<file path="src/rtl/seq_divider.sv">
// Multi-cycle restoring divider for RV32M DIV/DIVU/REM/REMU.
// Optional macro SEQ_DIV_EARLY_OUT_EN: special cases finish on the accept edge.
module seq_divider #(
  parameter int n = 32
) (
  input  logic         clk,
  input  logic         rst_n,
  input  logic         start,
  input  logic         is_signed,
  input  logic [n-1:0] dividend,
  input  logic [n-1:0] divisor,
  output logic         busy,
  output logic         done,
  output logic [n-1:0] quotient,
  output logic [n-1:0] remainder,
  output logic         div_by_zero
);

  localparam int CW = $clog2(n + 1);
  localparam logic [n-1:0] MIN_NEG = {1'b1, {(n-1){1'b0}}};

  typedef enum logic [1:0] {
    IDLE,
    CALC,
    FIX,
    DONE
  } state_t;

  state_t state, state_nxt;

  logic [n-1:0]  q, r, d, a;
  logic          neg_q, neg_r;
  logic          dz, ovf;
  logic [CW-1:0] count;

  logic [n-1:0]  quo, rem;
  logic          dz_out;

  logic          a_neg, b_neg;
  logic [n-1:0]  a_abs, b_abs;
  logic          in_dz, in_ovf;
  logic          early;
  logic          last;
  logic [n:0]    r_sh;
  logic [n+1:0]  diff;
  logic          fits;

  always_comb begin
    a_neg  = is_signed & dividend[n-1];
    b_neg  = is_signed & divisor[n-1];
    a_abs  = a_neg ? -dividend : dividend;
    b_abs  = b_neg ? -divisor : divisor;
    in_dz  = (divisor == '0);
    in_ovf = is_signed && (dividend == MIN_NEG)
             && (divisor == '1);
  end

`ifdef SEQ_DIV_EARLY_OUT_EN
  assign early = in_dz | in_ovf;
`else
  assign early = 1'b0;
`endif

  assign last = (count == CW'(n - 1));

  // One restoring step: shift in the next dividend bit, trial-subtract.
  always_comb begin
    r_sh = {r, q[n-1]};
    diff = {1'b0, r_sh} - {2'b00, d};
    fits = ~diff[n+1];
  end

  always_ff @(posedge clk or negedge rst_n) begin
    if (!rst_n) state <= IDLE;
    else        state <= state_nxt;
  end

  always_comb begin
    state_nxt = state;
    unique case (state)
      IDLE: if (start) state_nxt = early ? DONE : CALC;
      CALC: if (last)  state_nxt = FIX;
      FIX:             state_nxt = DONE;
      DONE:            state_nxt = IDLE;
      default:         state_nxt = IDLE;
    endcase
  end

  always_ff @(posedge clk or negedge rst_n) begin
    if (!rst_n) begin
      q      <= '0;
      r      <= '0;
      d      <= '0;
      a      <= '0;
      neg_q  <= 1'b0;
      neg_r  <= 1'b0;
      dz     <= 1'b0;
      ovf    <= 1'b0;
      count  <= '0;
      quo    <= '0;
      rem    <= '0;
      dz_out <= 1'b0;
    end else begin
      unique case (state)
        IDLE: begin
          if (start) begin
            q     <= a_abs;
            a     <= a_abs;
            d     <= b_abs;
            r     <= '0;
            count <= '0;
            neg_q <= a_neg ^ b_neg;
            neg_r <= a_neg;
            dz    <= in_dz;
            ovf   <= in_ovf;
`ifdef SEQ_DIV_EARLY_OUT_EN
            unique case (1'b1)
              in_dz: begin
                quo    <= '1;
                rem    <= dividend;
                dz_out <= 1'b1;
              end
              in_ovf: begin
                quo    <= dividend;
                rem    <= '0;
                dz_out <= 1'b0;
              end
              default: ;
            endcase
`endif
          end
        end
        CALC: begin
          q     <= {q[n-2:0], fits};
          r     <= fits ? diff[n-1:0] : r_sh[n-1:0];
          count <= count + 1'b1;
        end
        FIX: begin
          dz_out <= dz;
          // Special cases override whatever the iteration produced.
          unique case (1'b1)
            dz: begin
              quo <= '1;
              rem <= neg_r ? -a : a;
            end
            ovf: begin
              quo <= MIN_NEG;
              rem <= '0;
            end
            default: begin
              quo <= neg_q ? -q : q;
              rem <= neg_r ? -r : r;
            end
          endcase
        end
        DONE: ;
        default: ;
      endcase
    end
  end

  assign busy        = (state != IDLE);
  assign done        = (state == DONE);
  assign quotient    = quo;
  assign remainder   = rem;
  assign div_by_zero = dz_out;

endmodule

</file>
<file path="config.mk">
export PLATFORM = sky130hd
export DESIGN_NAME = seq_divider
export DESIGN_NICKNAME = d
export VERILOG_FILES = /design/src/rtl/seq_divider.sv
export SDC_FILE = /design/constraint.sdc
export NUM_CORES = 1
export LEC_CHECK = 0
export CAP_MARGIN = 25
export CORE_AREA = 4 4 150 152
export CTS_BUF_LIST = sky130_fd_sc_hd__clkbuf_8
export DETAILED_ROUTE_END_ITERATION = 6
export DIE_AREA = 0 0 154 156
export PLACE_DENSITY_LB_ADDON = 0.08
export SYNTH_ARGS = -nofsm -noshare
export SYNTH_HDL_FRONTEND = slang
export SYNTH_SLANG_ARGS = --single-unit
</file>
<file path="constraint.sdc">
create_clock -name clk -period 5.4 [get_ports clk]
set_input_delay 0.54 -clock clk [delete_from_list [all_inputs] [get_ports clk]]
set_output_delay 0.54 -clock clk [all_outputs]
set_load 0.02 [all_outputs]
</file>
==> flow_summary.yaml, run 1 <==
pwr:
  power_switching_w: 0.00484
  p_seq_share_pct: 29.6
  internal_power_w: 0.00548
  p_total_w: 0.0103
  ir_drop_mv: 0.562
  combPwrFrac_pct: 57.8
  leakage_nw: 6.80
  power.density_mw_per_mm2: 668
  swShare_pct: 46.9
  clockPowerShare_pct: 12.5
sta:
  rsz0062_at_grt: "no"
  worst-slew-pin-transition_ns: 1.05
  fin_crit_ns: 3.91
  fmax_mhz: 256
  fin_ws_ns: 1.49
  fin_skew_ns: 0.0198
  slew_headroom_pct: 30.2
  setup_tns_ns: 0
  slew_violations: 0
  setup_viol: 0
  hold_ws_ns: -0.00127
  min_period_over_period_pct: 72.4
  finalHoldViolations: 1
clocking:
  cts.path.max_buffers: 3
  clk_latency_ns: 0.53
  clock-root-buffer: "clkbuf_8"
  h-tree-depth: 2
  post_cts_buffers: 0
  cts_resized: 0
  clkTransAtPathRegs_ns: 0.06
  cts_hold_buf: 0
  cts_made_buffers: 36
  cts.sinks: 205
  cts_tree: "built"
synthesis:
  synth_area_leaders: "dfrtp_1 38%, xnor2_1 7.1%, o21ai_0 6.3%"
  synth_warnings: 0
  ys_seq_area_share_pct: 38.5
  synthArstFlopShare_pct: 100
  yosysTopAreaCellShare_pct: 38.5
  synth_cell_types: 63
  synth_fp_nets: 1686
  syn_avg_cell_area_um2: 8.47
  synth_seq_cells: 205
  synth_area_leader_cell: "dfrtp_1"
  synth_area_mm2: 0.0133
  synth-edff-count: 0
  synth-main-ff-cell: "dfrtp_1"
  syn_inst: 1574
place:
  placedInstanceArea_mm2: 0.0148
  dp_cells: 1909
  hpwl_um: 26500
  port_buffers: 134
  dp_slack_ns: 1.59
  gp_congestion: 0.945
setup_path:
  crit_path_end_kind: "flop"
  cp.arrival_ns: 4.35
  path_class: "flop to flop"
  cp_max_fo: 16
  slowest_stage: "dfrtp_1"
  cp-start-kind: "flop"
  rr_worst_depth: 11
  path_cells: "ha_1 -> nand3_1 -> nor4_1 -> a2111oi_0 -> a21oi_1 -> a31oi_1 -> o21a_1 -> o21ai_2 -> buf_4 -> nand2_1 -> o21ai_0"
  crit_path_max_incr_delay_ns: 0.46
  timing.critical_path.required_ns: 5.84
route:
  drtAntennaViolNets: 0
  dr.pass1.iters: 5
  dr_total_vias: 12199
  drt_wl_total_um: 36800
  drc_errors: 0
  avgViaCountPerCell: 6.19
  drt_iter0_drc: 992
  wire_per_inst_um: 18.7
floorplanning:
  fp.dieH_um: 156
  io-pin-count: 135
  num_rows: 53
  start_util_pct: 63.4
  core-area_mm2: 0.0210
  die_w_um: 154
  die-area_mm2: 0.0240
finish:
  antenna_cells: 0
  fin_area_mm2: 0.0154
  instances_no_fill: 1970
  syn2layout_area_growth_pct: 15.9
  layout_commonest_cell: "dfrtp_1"
  drive_above_1_share_pct: 4.48
  fin_nets: 1784
  final_cell_mix: "205 x dfrtp_1, 181 x nand2_1, 168 x o21ai_0, 133 x clkdlybuf4s50_1, 131 x nor2_1"
  fillerInstances: 1662
global_route:
  grt_usage_pct: 30.0
  antenna_found_initial: 0
  grt_start_max_net_pins: 139
  grt-ovfl-total: 0
  first_global_vias: 11573
  grt_pass1_wl_um: 59300
status:
  violations: "negative hold slack"
  outcome: "finished with violations"
run:
  cap_violations: 0
hold_path:
  min_path_type: "input pin to async pin"
[cells by family (layout without fill, tap and decap cells)]
family          Yosys count  count (layout)  share of synthesized area, %
compound gates          475             475                          22.4
xor+xnor                179             179                          11.8
fa+ha+maj                44              44                          4.19
buf+inv                 167             288                          4.71
flops                   205             205                          38.5
mux                      24              24                          1.83
simple gates            480             480                          16.6
[Yosys cell counts (20+ instances only)]
cell type    n
dfrtp_1    205
nand2_1    182
o21ai_0    168
nor2_1     131
a21oi_1    118
xnor2_1    108
inv_1       82
clkbuf_1    76
xor2_1      71
ha_1        43
a21o_1      30
o31ai_1     28
nor3_1      27
or3_1       25
mux2i_1     21
nor4_1      20
o211a_1     20
[per-stage QoR]
stage | hold slack [ns] | utilization (%)
floorplan | 0.244 | -
global placement | 0.461 | 70.5
detailed placement | 0.472 | 70.5
CTS | 0.0197 | 73.5
global route | 0.0373 | 73.5
finish | -0.00127 | 73.5
[layout make-up]
cell class / count / area, um2 / area share (%)
Multi-Input combinational cell: 1202 / 7600 / 49.2
Sequential cell: 205 / 5130 / 33.2
Timing Repair Buffer: 143 / 1430 / 9.22
Clock buffer: 39 / 537 / 3.47
Tap cell: 275 / 344 / 2.23
Inverter: 84 / 315 / 2.04
Clock inverter: 22 / 93.8 / 0.607
[worst paths after layout]
path / start / to / slack, ns
max in group asynchronous: rst_n / d[26]$_DFFE_PN0P_ / 4.24
min in group clk: d[24]$_DFFE_PN0P_ / d[24]$_DFFE_PN0P_ / 0.48
worst max register to register: r[13]$_DFFE_PN0P_ / r[24]$_DFFE_PN0P_ / 1.49
worst min-delay path: rst_n / r[5]$_DFFE_PN0P_ / -0.001
worst min register to register: d[24]$_DFFE_PN0P_ / d[24]$_DFFE_PN0P_ / 0.48
worst max-delay path: r[13]$_DFFE_PN0P_ / r[24]$_DFFE_PN0P_ / 1.49
[per-layer routing]
metal  track usage (%)  part of all wire [%]  vias to the layer above
li1                  -                     -                     5773
met1              43.3                    44                     5813
met2              46.5                    45                      543
met3              6.24                   9.4                       70
met4              8.20                   2.5                        0
met5                 0                     0                        -
[sequential cells by signal (all words and copies together), names as in the netlist]
signal,cells
a,32
count,6
d,32
div_by_zero,1
dz,1
neg_q,1
neg_r,1
ovf,1
q,32
quotient,32
r,32
remainder,32
state,2
[worst max-delay path: cells and delay by family, from the launching register on]
kind | cells | cell delay, ns
flops | 1 | 0.46
simple gates | 3 | 0.81
compound gates | 6 | 1.74
buf+inv | 1 | 0.38
fa+ha+maj | 1 | 0.42
[power groups by stage]
stage / sequential (W) / combinational, W / clock, W
4_1_cts: 0.00303 / 0.00595 / 0.00132
2_1_floorplan: 0.00308 / 0.00410 / 0
3_3_place_gp: 0.00302 / 0.00579 / 0
3_5_place_dp: 0.00305 / 0.00591 / 0
5_1_grt: 0.00315 / 0.00661 / 0.00139
6_report: 0.00306 / 0.00597 / 0.00130
Power figures use the tool's default switching activity.
==> inputs of run 2 (changes only) <==
--- a/config.mk
+++ b/config.mk
@@ -6,10 +6,10 @@
 export NUM_CORES = 1
 export LEC_CHECK = 0
 export CAP_MARGIN = 25
-export CORE_AREA = 4 4 150 152
+export CORE_AREA = 4 4 155 157
 export CTS_BUF_LIST = sky130_fd_sc_hd__clkbuf_8
 export DETAILED_ROUTE_END_ITERATION = 6
-export DIE_AREA = 0 0 154 156
+export DIE_AREA = 0 0 159 161
 export PLACE_DENSITY_LB_ADDON = 0.08
 export SYNTH_ARGS = -nofsm -noshare
 export SYNTH_HDL_FRONTEND = slang
==> constraint.sdc (replaced) <==
create_clock -name clk -period 3.6 [get_ports clk]
set_input_delay 0.36 -clock clk [delete_from_list [all_inputs] [get_ports clk]]
set_output_delay 0.36 -clock clk [all_outputs]
set_load 0.02 [all_outputs]
==> flow_summary.yaml, run 2 (synthesis results as in run 1) <==
floorplanning:
  core-area_mm2: 0.0225
  die_w_um: 159
  start_util_pct: 59.3
  io-pin-count: 135
  die-area_mm2: 0.0256
  num_rows: 55
  fp.dieH_um: 161
setup_path:
  cp.arrival_ns: 3.96
  cp_max_fo: 4
  cp-start-kind: "flop"
  path_class: "flop to flop"
  crit_path_end_kind: "flop"
  timing.critical_path.required_ns: 4.04
  reg2reg_from: "a[6]$_DFFE_PN0P_"
  rr_worst_depth: 9
  r2r_end: "remainder[27]$_DFFE_PN0P_"
  r2r_slack_ns: 0.08
finish:
  final_cell_mix: "205 x dfrtp_1, 181 x nand2_1, 166 x o21ai_0, 133 x clkdlybuf4s50_1, 131 x nor2_1"
  drive_above_1_share_pct: 6.45
  multiInputGateArea_mm2: 0.00763
  antenna_cells: 0
  layout_commonest_cell: "dfrtp_1"
  syn2layout_area_growth_pct: 18.3
  fin_nets: 1814
  fillerInstances: 1832
  fin_area_mm2: 0.0158
  ff_latch_area_mm2: 0.00513
global_route:
  antenna_found_initial: 0
  first_global_vias: 11667
  grt-ovfl-total: 0
  grt_pass1_wl_um: 61100
  grt_usage_pct: 28.9
  grt_start_max_net_pins: 103
sta:
  finalHoldViolations: 0
  rsz0062_at_grt: "yes"
  worst-slew-pin-transition_ns: 0.995
  fin_ws_ns: 0.0803
  fin_skew_ns: 0.0212
  slew_violations: 0
  fmax_mhz: 284
  slew_headroom_pct: 33.5
  min_period_over_period_pct: 97.8
  setup_tns_ns: 0
  fin_crit_ns: 3.52
  setup_viol: 0
clocking:
  clock-root-buffer: "clkbuf_8"
  clk_latency_ns: 0.55
  clkTransAtPathRegs_ns: 0.06
  cts_tree: "built"
  cts.sinks: 205
  cts.path.max_buffers: 3
  h-tree-depth: 2
  cts_made_buffers: 37
run:
  cap_violations: 0
route:
  dr_total_vias: 12187
  drtAntennaViolNets: 0
  drt_iter0_drc: 863
  dr.pass1.iters: 5
  avgViaCountPerCell: 6.07
  drc_errors: 0
  drt_wl_total_um: 37600
  wire_per_inst_um: 18.8
hold_path:
  min_path_type: "input pin to async pin"
pwr:
  ir_drop_mv: 0.699
  leakage_nw: 6.97
  power.density_mw_per_mm2: 1010
  p_total_w: 0.0160
place:
  hpwl_um: 27700
  placedInstanceArea_mm2: 0.0150
  port_buffers: 134
  dp_slack_ns: 0.0197
  gp_congestion: 0.888
status:
  outcome: "completed"
run 2: cell count changes in the layout (fill, tap and decap cells not counted), moves of 2 or more:
cell and change:
o21ai_1 +2, buf_4 +27, clkbuf_8 +4, o21ai_0 -2, inv_1 -6
run 2: how the worst max path moves through the flow:
stage	end	from	slack, ns	cells after the start
2_1_floorplan	remainder[27]$_DFFE_PN0P_	a[9]$_DFFE_PN0P_	0.20	9
3_3_place_gp	remainder[27]$_DFFE_PN0P_	a[9]$_DFFE_PN0P_	0.08	9
3_5_place_dp	remainder[27]$_DFFE_PN0P_	a[9]$_DFFE_PN0P_	0.02	9
4_1_cts	remainder[27]$_DFFE_PN0P_	a[9]$_DFFE_PN0P_	0.03	9
5_1_grt	remainder[25]$_DFFE_PN0P_	r[7]$_DFFE_PN0P_	-0.0008	9
6_report	remainder[27]$_DFFE_PN0P_	a[6]$_DFFE_PN0P_	0.08	9
run 2: worst max-delay path, cell delays in order (launching register included):
cell and delay [ns]:
dfrtp_1 0.38, or4_4 0.57, or4_4 0.44, or3_4 0.40, or3_4 0.36, or4b_4 0.56, o41ai_4 0.24, xor2_1 0.17
nor2_1 0.05, a211o_1 0.25
run 2: power breakdown:
part           leakage, nW  switching, W  internal, W
logic                 4.06       0.00522      0.00405
clock network        0.402      0.000984      0.00115
registers             2.51       0.00120      0.00339
run 2: cell type report:
type / count / area share, %
repair buffers: 172 / 10.5
multi-input cells: 1202 / 48.3
inverters: 84 / 2.00
well taps: 285 / 2.26
clock buffers: 43 / 3.75
flip-flops and latches: 205 / 32.5
clock inverters: 16 / 0.634
run 2: through the flow:
step | hold WS, ns | cells | util, %
after floorplan | 0.0644 | 1574 | -
after global placement | 0.463 | 1946 | 66.9
after detailed placement | 0.471 | 1946 | 66.9
after CTS | 0.483 | 2006 | 70.0
after global routing | 0.503 | 2007 | 70.1
final | 0.449 | 2007 | 70.1
run 2: repair_timing:
action                                  CTS  global route
setup buffers                             0             1
endpoints found under the hold margin    99             0
endpoints found under the setup margin    0             8
gates resized for setup                   0             6
hold buffers                              1             0
run 2: per-layer routing:
layer	GRT usage, %	vias to the layer above	part of all wire (%)
li1	-	5832	-
met1	42.2	5852	46
met2	44.5	466	45
met3	6.46	37	8.5
met4	6.07	0	1.3
met5	0	-	0
